$ cat src/rtl/cam2vga_pkg.sv
// rtl/cam2vga_pkg.sv - shared pixel formats and pipeline constants for the camera-to-VGA path
package cam2vga_pkg;

   localparam int HSV_LATENCY = 4;
   localparam int PIX_CNT_W   = 19;

   typedef struct packed {
      logic [5:0] hue;
      logic [4:0] sat;
      logic [4:0] val;
   } hsv_t;

   typedef struct packed {
      logic [4:0] r;
      logic [5:0] g;
      logic [4:0] b;
   } rgb565_t;

   // Green gains its sixth bit by repeating its MSB, so full-scale 5-bit maps to 63.
   function automatic rgb565_t pack_rgb565(input logic [4:0] r, input logic [4:0] g,
                                          input logic [4:0] b);
      return '{r: r, g: {g, g[4]}, b: b};
   endfunction

endpackage

$ cat src/rtl/hsv2rgb_core.sv
// rtl/hsv2rgb_core.sv - HSV to RGB565 datapath: input register plus stages S1..S4
module hsv2rgb_core
   import cam2vga_pkg::*;
(
   input  logic    clk,
   input  logic    rst,
   input  hsv_t    hsv_in,
   output rgb565_t rgb_out
);

   hsv_t        in_d, in_q;
   logic [4:0]  v1_d, v1_q, v2_d, v2_q, v3_d, v3_q;
   logic [2:0]  sec1_d, sec1_q, sec2_d, sec2_q, sec3_d, sec3_q;
   logic [5:0]  f1_d, f1_q;
   logic [10:0] vk1_d, vk1_q;
   logic [4:0]  p2_d, p2_q, p3_d, p3_q, q3_d, q3_q, t3_d, t3_q;
   logic [16:0] vkf2_d, vkf2_q, vkg2_d, vkg2_q;
   rgb565_t     rgb_d, rgb_q;
   logic [8:0]  h6;
   logic [6:0]  k;

   always_comb begin
      in_d   = hsv_in;
      // hue*6 puts the sector in the top three bits and the fraction in the low six
      h6     = 9'(in_q.hue) * 9'd6;
      k      = 7'({in_q.sat, in_q.sat[4]}) + 7'd1;
      v1_d   = in_q.val;
      sec1_d = h6[8:6];
      f1_d   = h6[5:0];
      vk1_d  = 11'(in_q.val) * 11'(k);

      v2_d   = v1_q;
      sec2_d = sec1_q;
      p2_d   = v1_q - vk1_q[10:6];
      vkf2_d = 17'(vk1_q) * 17'(f1_q);
      vkg2_d = 17'(vk1_q) * 17'(7'd64 - 7'(f1_q));

      v3_d   = v2_q;
      sec3_d = sec2_q;
      p3_d   = p2_q;
      q3_d   = v2_q - vkf2_q[16:12];
      t3_d   = v2_q - vkg2_q[16:12];

      case (sec3_q)
         3'd0:    rgb_d = pack_rgb565(v3_q, t3_q, p3_q);
         3'd1:    rgb_d = pack_rgb565(q3_q, v3_q, p3_q);
         3'd2:    rgb_d = pack_rgb565(p3_q, v3_q, t3_q);
         3'd3:    rgb_d = pack_rgb565(p3_q, q3_q, v3_q);
         3'd4:    rgb_d = pack_rgb565(t3_q, p3_q, v3_q);
         default: rgb_d = pack_rgb565(v3_q, p3_q, q3_q);
      endcase
   end

   always_ff @(posedge clk or posedge rst) begin
      if (rst) begin
         in_q   <= '0;
         v1_q   <= '0; sec1_q <= '0; f1_q   <= '0; vk1_q  <= '0;
         v2_q   <= '0; sec2_q <= '0; p2_q   <= '0; vkf2_q <= '0; vkg2_q <= '0;
         v3_q   <= '0; sec3_q <= '0; p3_q   <= '0; q3_q   <= '0; t3_q   <= '0;
         rgb_q  <= '0;
      end else begin
         in_q   <= in_d;
         v1_q   <= v1_d; sec1_q <= sec1_d; f1_q   <= f1_d; vk1_q  <= vk1_d;
         v2_q   <= v2_d; sec2_q <= sec2_d; p2_q   <= p2_d; vkf2_q <= vkf2_d; vkg2_q <= vkg2_d;
         v3_q   <= v3_d; sec3_q <= sec3_d; p3_q   <= p3_d; q3_q   <= q3_d;   t3_q   <= t3_d;
         rgb_q  <= rgb_d;
      end
   end

   assign rgb_out = rgb_q;

endmodule

$ cat src/rtl/hsv2rgb.sv
// rtl/hsv2rgb.sv - HSV to RGB565 stream converter with frame/data qualifiers and pixel counter
module hsv2rgb
   import cam2vga_pkg::*;
#(
   parameter int PIX_W        = PIX_CNT_W,
   parameter bit ZERO_INVALID = 1'b1
)(
   input  logic             hsv_clk_in,
   input  logic             hsv_rst_in,
   input  logic [15:0]      hsv_in,
   input  logic             hsv_fram_valid,
   input  logic             hsv_data_valid,
   output logic [15:0]      rgb_out,
   output logic             rgb_fram_valid,
   output logic             rgb_data_valid,
   output logic [PIX_W-1:0] rgb_pix_cnt
);

   rgb565_t              core_rgb;
   logic [HSV_LATENCY:0] fv_d, fv_q, dv_d, dv_q;
   logic [PIX_W-1:0]     cnt_d, cnt_q;
   logic                 fv_next, dv_next;

   hsv2rgb_core u_core (
      .clk     (hsv_clk_in),
      .rst     (hsv_rst_in),
      .hsv_in  (hsv_in),
      .rgb_out (core_rgb)
   );

   // Counter looks at the qualifiers about to reach the output so it stays aligned with rgb_out.
   assign fv_next = fv_q[HSV_LATENCY-1];
   assign dv_next = dv_q[HSV_LATENCY-1];

   always_comb begin
      fv_d  = {fv_q[HSV_LATENCY-1:0], hsv_fram_valid};
      dv_d  = {dv_q[HSV_LATENCY-1:0], hsv_data_valid};
      cnt_d = cnt_q;
      if (!fv_next)
         cnt_d = '0;
      else if (dv_next && (cnt_q != {PIX_W{1'b1}}))
         cnt_d = cnt_q + PIX_W'(1);
   end

   always_ff @(posedge hsv_clk_in or posedge hsv_rst_in) begin
      if (hsv_rst_in) begin
         fv_q  <= '0;
         dv_q  <= '0;
         cnt_q <= '0;
      end else begin
         fv_q  <= fv_d;
         dv_q  <= dv_d;
         cnt_q <= cnt_d;
      end
   end

   assign rgb_fram_valid = fv_q[HSV_LATENCY];
   assign rgb_data_valid = dv_q[HSV_LATENCY];
   assign rgb_pix_cnt    = cnt_q;
   assign rgb_out        = (ZERO_INVALID && !dv_q[HSV_LATENCY]) ? 16'h0000 : core_rgb;

endmodule
$ cat config.mk
export PLATFORM = sky130hd
export DESIGN_NAME = hsv2rgb
export DESIGN_NICKNAME = d
export VERILOG_FILES = /design/src/rtl/cam2vga_pkg.sv /design/src/rtl/hsv2rgb_core.sv /design/src/rtl/hsv2rgb.sv
export SDC_FILE = /design/constraint.sdc
export NUM_CORES = 1
export LEC_CHECK = 0
export ABC_AREA = 1
export CAP_MARGIN = 20
export CELL_PAD_IN_SITES_DETAIL_PLACEMENT = 2
export CELL_PAD_IN_SITES_GLOBAL_PLACEMENT = 2
export CORE_MARGIN = 10
export CORE_UTILIZATION = 40
export DETAILED_ROUTE_END_ITERATION = 16
export PLACE_DENSITY_LB_ADDON = 0.1
export SYNTH_ARGS = -nofsm -noshare
export SYNTH_HDL_FRONTEND = slang
export SYNTH_SLANG_ARGS = --single-unit
export TNS_END_PERCENT = 5
$ cat constraint.sdc
create_clock -name hsv_clk_in -period 13.3 [get_ports hsv_clk_in]
set_input_delay 2.66 -clock hsv_clk_in [delete_from_list [all_inputs] [get_ports hsv_clk_in]]
set_output_delay 2.66 -clock hsv_clk_in [all_outputs]
set_load 0.01 [all_outputs]
# Yosys cells after proc, flatten, opt, wreduce, memory -nomap -nowiden
# Index checks and enable logic that the tools add are counted.
[word_totals]
ram_bits = 0
mem_count = 0
in_bits = 20
word_cells = 45
latchBits = 0
rom_bits = 0
register_bits = 155
[classes]
n_div = 0
mul = 4
shifts = 0
n_mux = 4
reduce_logical = 2
order_cmp = 0
add_sub_neg = 6
n_bitwise = 0
eq_ne = 6
[ops]
columns = ["operator", "count"]
rows = [
  ["$pmux 16 s5", 1],
  ["$mux 19", 2],
  ["$add 19x1->19 const B", 1],
  ["$ne 19x19->1 const B", 1],
  ["$mul 11x17->17", 1],
  ["$mul 11x5->16", 1],
  ["$mux 16", 1],
  ["$sub 5x5->5", 3],
  ["$mul 5x7->11", 1],
  ["$mul 6x2->8 const B", 1],
  ["$sub 7x6->8 const A", 1],
  ["$add 6x1->7 const B", 1],
  ["$eq 3x2->1 const B", 2],
  ["$eq 3x1->1 const B", 1],
  ["$eq 3x3->1 const B", 1],
  ["$logic_not 3->1", 1],
  ["$ne 2x1->1 const B", 1],
  ["$logic_and 1x1->1", 1],
]

# Longest topological paths before layout
[logic_depth]
ltp_word = 4
mapped_depth = 25

# By module
# From an unflattened synthesis, not the netlist that was laid out.
[hier_totals]
hier_cells = 1291
area_unflattened_um2 = 10397.5
[by_module_without_submodules]
columns = ["module", "instances", "cells_per_inst", "area_each_um2"]
rows = [
  ["hsv2rgb_core", 1, 1058, 8727.1],
  ["hsv2rgb", 1, 233, 1670.4],
]

# Worst setup path after synthesis
# OpenSTA, ideal clock, no wires.
[synth_path]
kind = "reg-to-reg"
start = "register u_core.f1_q[2]"
end = "register u_core.vkg2_q[15]"
path_stages_with_launch = 24
n_path_buf = 1
setup_slack_ns = 8.508
arrival_time_ns = 4.675
path_cell_list = "dfrtp_1 clkbuf_1 inv_1 ha_1 nand2_1 or2_2 nand2_1 inv_1 nand2_1 fa_1 inv_1 fa_1 ha_1 fa_1 inv_1 fa_1 inv_1 ha_1 a21oi_1 o21ai_0 a21oi_1 nand2_1 nand2_1 nand2_1"
[synth_via]
elab_chain_len = 2
[synth_lines]
columns = ["item", "line_no", "text"]
rows = [
  ["start: declaration", "hsv2rgb_core.sv:14", "logic [5:0] f1_d, f1_q;"],
  ["start signal: assignment", "hsv2rgb_core.sv:57", "v1_q <= '0; sec1_q <= '0; f1_q <= '0; vk1_q <= '0;"],
  ["start signal: assignment", "hsv2rgb_core.sv:63", "v1_q <= v1_d; sec1_q <= sec1_d; f1_q <= f1_d; vk1_q <= vk1_d;"],
  ["$sub 7x6->8", "hsv2rgb_core.sv:36", "vkg2_d = 17'(vk1_q) * 17'(7'd64 - 7'(f1_q));"],
  ["$mul 11x17->17", "hsv2rgb_core.sv:36", ""],
  ["net u_core.vkg2_d[15]", "hsv2rgb_core.sv:17", "logic [16:0] vkf2_d, vkf2_q, vkg2_d, vkg2_q;"],
  ["end signal: assignment", "hsv2rgb_core.sv:58", "v2_q <= '0; sec2_q <= '0; p2_q <= '0; vkf2_q <= '0; vkg2_q <= '0;"],
  ["end signal: assignment", "hsv2rgb_core.sv:64", "v2_q <= v2_d; sec2_q <= sec2_d; p2_q <= p2_d; vkf2_q <= vkf2_d; vkg2_q <= vkg2_d;"],
  ["end: declaration", "hsv2rgb_core.sv:17", ""],
]
# The timed path passes the listed nets, and every way through them passes these cells.
# A chain may end at the register's enable or synchronous reset.

# Final worst setup path
[layout_path]
start = "register u_core.f1_q[2]"
end = "register u_core.vkg2_q[13]"
# The elaborated chain is that of the path after synthesis.

==> impl_results.md <==
- Run status: finished clean
- Die height: 179.9 microns
- YS warnings: 0
- WL final: 33.53 mm
- Post-synth top flop: dfrtp_1
- Syn_nets: 1438
- Total gr overflow: 0
- First-pass GRT wire length: 54.92 mm
- Post-CTS Setup Bufs: 0
- Number of synthesized register bits: 130
- Peak VDD IR: 105.6 uV
- Crit path launch: u_core.f1_q[2]
- # hold bufs at CTS: 0
- Leak: 6.478 nW
- Critical Path Max Stage Delay: 0.65 ns
- Row count: 58
- Placement Cell Area: 11120 sq um
- WL per Instance: 20.61 microns
- Top-Level Pins: 57
- Post-CTS Resized: 0
- Syn avg cell area: 8.319 sq um
- Met1 wire length: 14.51 mm
- FILL cells: 2794
- Critical path type: flop to flop
- Die area: 32350 sq um
- Post-synthesis sequential area ratio: 31.82%
- CP max FO: 14
- Detailed-route DRC error count: 0
- CTS max path bufs: 2
- WP data required: 13.62 ns
- WP data arrival: 5.77 ns
- Setup violators final: 0
- DR vias: 8290
- Mux contribution to synthesized area: 0%
- CP Launch Type: flop
- Remaining antenna violation count: 0
- Hold path startpoint: u_core.p2_q[4]
- Power per Cell Area: 245.9 nW/um^2
- Cell count after synthesis: 1229
- Antenna diode count: 0
- Top cell type's share of synthesized area: 31.82%
- Post-Layout Inst Area: 11690 sq um
- Die X: 179.9 microns
- Worst-path clk slew: 0.07 ns
- Max Cap Violations: 0
- Synth Cell Area: 10220 sq um
- CTS buffer count: 17
- Root Buffer: clkbuf_16
- Placer Congestion: 0.8399
- H-tree depth: 4
- Ys async rst share: 100.0%
- Initial antenna violation count: 0
- Crit share post-route: 40.97%
- Rel. slew slack: 29.75%
- Post-synthesis cell type count: 40
- Largest family of logic cells by synthesized area: adder cells
- Number of synthesized flops with an enable pin: 0
- Post-layout minimum cycle time: 5.450 ns
- First-pass detailed-route iteration total: 4
- Crit end category: flop
- Synth Area in Adders: 28.78%
- Area leader, netlist: dfrtp_1
- GR Util All Layers: 21.13%
- Top routing layer in use: met4
- Xor-xnor portion of the synthesized cell area: 3.512%
- Final Slew Violations: 0
- Ranking of synthesized cells by area: dfrtp_1 32%, fa_1 15%, ha_1 14%
- DR iter-0 viols: 474
- Setup_tns: 0 ns
- Share of layout cells above drive strength 1: 3.470%
- Core area: 25180 sq um
- Port Buffers: 56
- Commonest non-fill, non-tap cell in the layout: nand2_1
- Area delta synth->final: 14.38%
- Nets: 1493
- Worst reg-to-reg path cell count: 19
- RSZ-0062 raised after global routing: false
- Drt via density: 5.095
- Worst Max-Slew Pin Slew: 1.050 ns
- WHS Path Cells: 0
- WL met3: 949 microns
- Initial core utilization: 40.60%
- Largest net degree at the start of global routing: 84
- Worst path depth: 19
- Clk_skew: 0.02158 ns
- Max Clock Freq: 183.5 MHz
- Reg2Reg Launch Point: u_core.f1_q[2]
- Clk_lat worst skew: 0.44 ns
- Cell breakdown of the critical path: inv_1 -> ha_1 -> xnor2_1 -> inv_1 -> nor2_1 -> fa_1 -> fa_1 -> inv_1 -> fa_1 -> inv_1 -> ha_1 -> ha_1 -> ha_1 -> nand2_1 -> nor2_1 -> nand2_1 -> nor2_1 -> nor2_1 -> xor2_1
- Synth Area in Compound Gates: 6.193%
- CTS tree: yes
- Met2 routed WL: 17.60 mm
- Vias in the first global route: 9785
- Commonest non-fill, non-tap cells in the layout: 314 x nand2_1, 248 x inv_1, 130 x dfrtp_1, 112 x ha_1, 98 x nor2_1
- Final number of hold-violating endpoints: 0
- CP max stage cell: dfrtp_1
- HPWL Detailed: 25.09 mm
- Post-synthesis simple-gate area fraction: 19.45%
- TritonCTS sink count: 130
- Buffers plus inverters on the worst setup path: 4
- CP delay by family, top: adder cells
- Hold crit path type: flop to flop
path summary, 6_finish.rpt:
kind / end / slack, ns
setup / recovery: u_core.vkg2_q[13] / 7.85
hold / removal: u_core.p3_q[4] / 0.35
setup reg to reg: u_core.vkg2_q[13] / 7.85
hold reg to reg: u_core.p3_q[4] / 0.35
max in group asynchronous: u_core.q3_q[3] / 9.37
min in group asynchronous: u_core.in_q[6] / 2.78
per-layer routing:
| metal | vias up | GRT usage (%) |
|---|---|---|
| met2 | 113 | 38.69 |
| li1 | 3894 | - |
| met1 | 4256 | 25.55 |
| met3 | 27 | 3.213 |
| met4 | 0 | 4.300 |
| met5 | - | 0 |
state kept, by name, summed over array words and instances, names as in the netlist, 11 cells and up:
signal / count
u_core.rgb_out: 15
u_core.in_q: 11
rgb_pix_cnt: 19
u_core.vk1_q: 11
cells by family after synthesis:
family | Yosys count
simple gates | 487
xor+xnor | 41
fa+ha+maj | 189
buf+inv | 274
compound gates | 108
flops | 130
area by class of cell:
class | instances | area [sq um] | share of cell area (%)
tap | 330 | 412.9 | 3.531
clock inverter | 14 | 138.9 | 1.188
clock buffer | 18 | 439.2 | 3.756
multi-input combinational | 825 | 5923 | 50.65
timing repair buffer | 58 | 575.6 | 4.922
inverter | 252 | 950.9 | 8.132
sequential | 130 | 3253 | 27.82
worst reg2reg max path, cell delays in order, from the launching register on:
cell	delay, ns
dfrtp_1	0.65
inv_1	0.10
ha_1	0.23
xnor2_1	0.51
inv_1	0.27
nor2_1	0.21
fa_1	0.49
fa_1	0.58
inv_1	0.06
fa_1	0.53
inv_1	0.04
ha_1	0.29
ha_1	0.30
ha_1	0.40
nand2_1	0.12
nor2_1	0.18
nand2_1	0.08
nor2_1	0.11
nor2_1	0.07
xor2_1	0.15
through the flow:
stage	hold slack, ns	power, mW	setup slack, ns	utilization [%]	cells
floorplan	0.3312	1.833	7.171	-	1229
global placement	0.3316	2.284	8.180	44.14	1595
detailed placement	0.3373	2.401	7.801	44.14	1595
CTS	0.3516	2.914	7.791	46.44	1627
global route	0.3579	3.212	7.498	46.44	1627
finish	0.3502	2.875	7.850	46.44	1627
synthesized netlist by cell type (2+ instances only):
cell type	count
a211oi_1	3
a21o_1	3
a21oi_1	47
a22oi_1	6
a32oi_1	2
buf_2	2
buf_4	2
clkbuf_1	15
clkinv_1	2
dfrtp_1	130
fa_1	77
ha_1	112
inv_1	249
nand2_1	314
nand3_1	40
nand3b_1	8
nand4_1	12
nor2_1	98
nor3_1	5
o2111ai_1	5
o21a_1	2
o21ai_0	29
o21bai_1	3
o22ai_1	5
or2_2	4
xnor2_1	10
xor2_1	31
report_power, final:
group | total, mW | internal, mW | switching [mW]
clock network | 0.471 | 0.280 | 0.191
logic | 1.80 | 0.665 | 1.14
registers | 0.603 | 0.491 | 0.112
total | 2.88 | 1.44 | 1.44
Power figures use the tool's default switching activity.
